$ cat src/rtl/avm_rd_arbiter.sv
// avm_rd_arbiter: two-master round-robin Avalon-MM read arbiter with in-order response routing
module avm_rd_arbiter #(
  parameter int ADDR_W  = 32,
  parameter int DATA_W  = 64,
  parameter int MAX_OUT = 4
) (
  input  logic                         clk,
  input  logic                         rst,
  input  logic [ADDR_W-1:0]            m0_address,
  input  logic                         m0_read,
  output logic                         m0_waitrequest,
  output logic [DATA_W-1:0]            m0_readdata,
  output logic                         m0_readdatavalid,
  input  logic [ADDR_W-1:0]            m1_address,
  input  logic                         m1_read,
  output logic                         m1_waitrequest,
  output logic [DATA_W-1:0]            m1_readdata,
  output logic                         m1_readdatavalid,
  output logic [ADDR_W-1:0]            s_address,
  output logic                         s_read,
  input  logic                         s_waitrequest,
  input  logic [DATA_W-1:0]            s_readdata,
  input  logic                         s_readdatavalid,
  output logic [$clog2(MAX_OUT):0]     outstanding,
  output logic                         err_unexpected
);
  localparam int PW = $clog2(MAX_OUT);
  localparam int CW = PW + 1;
  logic          fifo_q [MAX_OUT];
  logic [PW-1:0] wp, rp;
  logic          lock, locked_id, last_grant;
  logic          full, empty, gnt_v, gnt, head, accept, pop;
  assign full   = outstanding == CW'(MAX_OUT);
  assign empty  = outstanding == '0;
  assign gnt_v  = lock | m0_read | m1_read;
  // a stalled grant is held so the address cannot switch under waitrequest
  assign gnt    = lock ? locked_id : (m0_read & m1_read) ? ~last_grant : m1_read;
  assign s_read = gnt_v & (gnt ? m1_read : m0_read) & ~full & ~rst;
  assign s_address = !gnt_v ? '0 : gnt ? m1_address : m0_address;
  assign m0_waitrequest = ~(gnt_v & ~gnt) | s_waitrequest | full | rst;
  assign m1_waitrequest = ~(gnt_v & gnt) | s_waitrequest | full | rst;
  assign accept = s_read & ~s_waitrequest;
  assign pop    = s_readdatavalid & ~empty & ~rst;
  assign head   = fifo_q[rp];
  assign m0_readdata = s_readdata;
  assign m1_readdata = s_readdata;
  assign m0_readdatavalid = pop & ~head;
  assign m1_readdatavalid = pop & head;
  always_ff @(posedge clk)
    if (accept) fifo_q[wp] <= gnt;
  always_ff @(posedge clk) begin
    if (rst) begin
      outstanding    <= '0;
      wp             <= '0;
      rp             <= '0;
      lock           <= 1'b0;
      locked_id      <= 1'b0;
      last_grant     <= 1'b1;
      err_unexpected <= 1'b0;
    end else begin
      if (accept) begin
        wp         <= wp + 1'b1;
        last_grant <= gnt;
        lock       <= 1'b0;
      end else if (s_read) begin
        lock      <= 1'b1;
        locked_id <= gnt;
      end
      if (pop) rp <= rp + 1'b1;
      outstanding <= outstanding + CW'(accept) - CW'(pop);
      if (s_readdatavalid & empty) err_unexpected <= 1'b1;
    end
  end
endmodule
$ cat config.mk
export PLATFORM = sky130hd
export DESIGN_NAME = avm_rd_arbiter
export DESIGN_NICKNAME = d
export VERILOG_FILES = /design/src/rtl/avm_rd_arbiter.sv
export SDC_FILE = /design/constraint.sdc
export NUM_CORES = 1
export LEC_CHECK = 0
export ABC_AREA = 1
export BUFFER_PORTS_ARGS = -buffer_cell sky130_fd_sc_hd__buf_4
export CAP_MARGIN = 20
export CELL_PAD_IN_SITES_DETAIL_PLACEMENT = 1
export CELL_PAD_IN_SITES_GLOBAL_PLACEMENT = 1
export CORE_AREA = 2 2 119 121
export DETAILED_ROUTE_END_ITERATION = 7
export DIE_AREA = 0 0 121 123
export PLACE_DENSITY = 0.8
export SYNTH_ARGS = -nofsm -noshare
export SYNTH_HDL_FRONTEND = slang
export SYNTH_SLANG_ARGS = --single-unit
$ cat constraint.sdc
create_clock -name clk -period 2.93 [get_ports clk]
set_input_delay 0.293 -clock clk [delete_from_list [all_inputs] [get_ports clk]]
set_output_delay 0.293 -clock clk [all_outputs]
set_load 0.005 [all_outputs]
==> summary.md <==
| Metric | Value |
|---|---|
| Setup crit start kind | `flop` |
| DR vias/cell | `3.53` |
| Slew @ Worst Pin | `390 ps` |
| Die ar. | `14900 um2` |
| Routed length per instance | `12.0 um` |
| Register area share after synthesis | `16.2%` |
| Placer Congestion | `0.688` |
| Final hold slack | `222 ps` |
| Internal power | `0.748 mW` |
| Gate count of the mapped netlist | `350` |
| Final TNS setup | `0 ps` |
| GRT Overall Usage | `7.38%` |
| # hold bufs at CTS | `0` |
| Grt ovf | `0` |
| YS warnings | `0` |
| IO Port Bufs | `110` |
| CTS tree | `yes` |
| Post-synthesis cell area | `2350 um2` |
| Diodes inserted | `0` |
| Resize count post-CTS | `0` |
| Finish-stage setup viols | `0` |
| DP Area | `2390 um2` |
| Run status | `finished, final reports clean` |
| Critical path data arrival time | `2320 ps` |
| Post-CTS Setup Bufs | `0` |
| Pwr dens | `473 nW/um2` |
| Crit-path max FO | `9` |
| DRT antenna net count | `0` |
| Post-Route WL | `6120 um` |
| Area growth from synthesis to layout | `5.06%` |
| PnR Total Power | `1.17 mW` |
| Core area | `13600 um2` |
| Max-slew violations | `0` |
| Power share of the combinational group | `50.1%` |
| CTS clk-pin slew, worst paths | `50 ps` |
| Routed vias | `1798` |
| RSZ-0062 raised after global routing | `false` |
| Final number of hold-violating endpoints | `0` |
| First-pass GRT wire length | `8710 um` |
| Hpwl dp | `5070 um` |
| Clock Tree Buf Depth | `2` |
| Initial Util | `17.3%` |
| Iter 0 DRT Violations | `61` |
| Clk root buf | `clkbuf_16` |
| MaxCap Viol Count | `0` |
| Maximum clock frequency | `468 MHz` |
| Mapped Avg Cell Area | `6.71 um2` |
| Min cycle time layout | `2140 ps` |
| Layout Nets | `472` |
| Main flop type after synthesis | `dfxtp_1` |
| HP Class | `in2reg` |
| Seq pwr share | `26.2%` |
| Design Area, Final | `2470 um2` |
| Share of post-route cells with drive strength above 1 | `40.3%` |
| Clk_lat worst skew | `250 ps` |
| Skew final | `6.06 ps` |
| Top-count cell post-synth | `buf_4` |
| Clock power share | `23.7%` |
| DRC viols | `0` |
| Die width | `121 um` |
| Cts bufs inserted | `3` |
| CTS Sinks | `17` |
| Antenna violations before repair | `0` |
| Fin crit share | `73.0%` |
| Synthesized flop and latch total | `17` |
| Leak Pwr | `1.32 nW` |
| Synth cell types | `25` |
| Net count after synthesis | `491` |
| Number of synthesized flops with an enable pin | `4` |
| Synth top area share | `41.5%` |
| Io pins | `303` |
| Most instantiated cells after synthesis | `buf_4, nand2_1, inv_1` |
| Area leader, netlist | `buf_4` |
| Final Util | `18.1%` |
| Worst path required time | `3120 ps` |
| Switching part of the total | `35.9%` |
| Die height | `123 um` |
| Switching power | `0.419 mW` |
| Pre-antenna DRT Iters | `4` |
| Crit path kind | `reg2reg` |
| Maximum vdd drop | `0.188 mV` |
| Crit path capture type | `flop` |
| Largest net degree at the start of global routing | `39` |
| H-tree depth | `1` |
| Max_slew headroom | `74.0%` |
| Vias in the first global route | `1710` |
| Site Rows | `43` |
| Post-synthesis async set-or-reset flop share | `0%` |
| Top cells by area, synth | `buf_4, nand2_1, dfxtp_1, edfxtp_1, inv_1` |
-- critical path, cell delays in order, from the launching register on --
cell and delay [ps]:
dfxtp_1 370, inv_1 80, nand3_2 80, nand2_2 100, nor2_8 150, nand3_4 130
ha_1 300, inv_1 40, ha_1 180, fa_1 480, inv_1 50, nor2_1 100
-- through the flow --
step / worst slack [ps] / std cells
finish: 791 / 510
global route: 645 / 510
CTS: 758 / 510
detailed placement: 774 / 506
global placement: 829 / 506
floorplan: 946 / 350
-- power by group through the flow --
stage                     registers (mW)  clock network [mW]  logic [mW]
final                              0.305               0.277       0.585
after floorplan                    0.305                   0       0.452
after CTS                          0.305               0.279       0.603
after global routing               0.310               0.290       0.660
after detailed placement           0.310                   0       0.598
after global placement             0.306                   0       0.585
-- layer usage --
layer,global-route usage [%],routed length [um]
met4,7.70,574
met2,11.3,2830
met5,0,0
met3,2.86,688
met1,7.50,2030
-- cells in the final DEF, fill, tap and decap left out, types with 3 or more instances in the layout --
master     count
a21oi_1        3
edfxtp_1       4
nand3_1        4
inv_2          3
dfxtp_1       13
ha_1           6
inv_1         26
nand3_4        3
nand4_1        4
buf_4        111
clkbuf_16      3
nor2_1        14
nand2_1      116
nand3_2        3
nand2_2        3
-- path summary, 6_finish.rpt --
kind / from / to / slack, ps / cells after the start
worst max-delay path: outstanding[0] / outstanding[1] / 790 / 11
worst min-delay path: rst / outstanding[0] / 220 / 2
worst max register to register: outstanding[0] / outstanding[1] / 790 / 11
worst min register to register: rp[1] / flop / 470 / 2
-- cell type report --
class                           count  area, um2
Timing Repair Buffer              111        833
Fill cell                        1693      11100
Inverter                           31        121
Tap cell                          180        225
Sequential cell                    17        380
Clock buffer                        3       75.1
Clock inverter                      1       5.00
Multi-Input combinational cell    167        828
-- kinds of logic (layout without fill, tap and decap cells) --
group	Yosys count	in the layout	share of synthesized area, %
XOR/XNOR	2	2	0.746
adder cells (fa/ha/maj)	7	7	4.05
buffers and inverters	166	146	48.6
AND/OR/NAND/NOR	151	151	28.6
AO/OA/AOI/OAI	7	7	1.81
flip-flops	17	17	16.2
(Power assumes the default switching activity.)
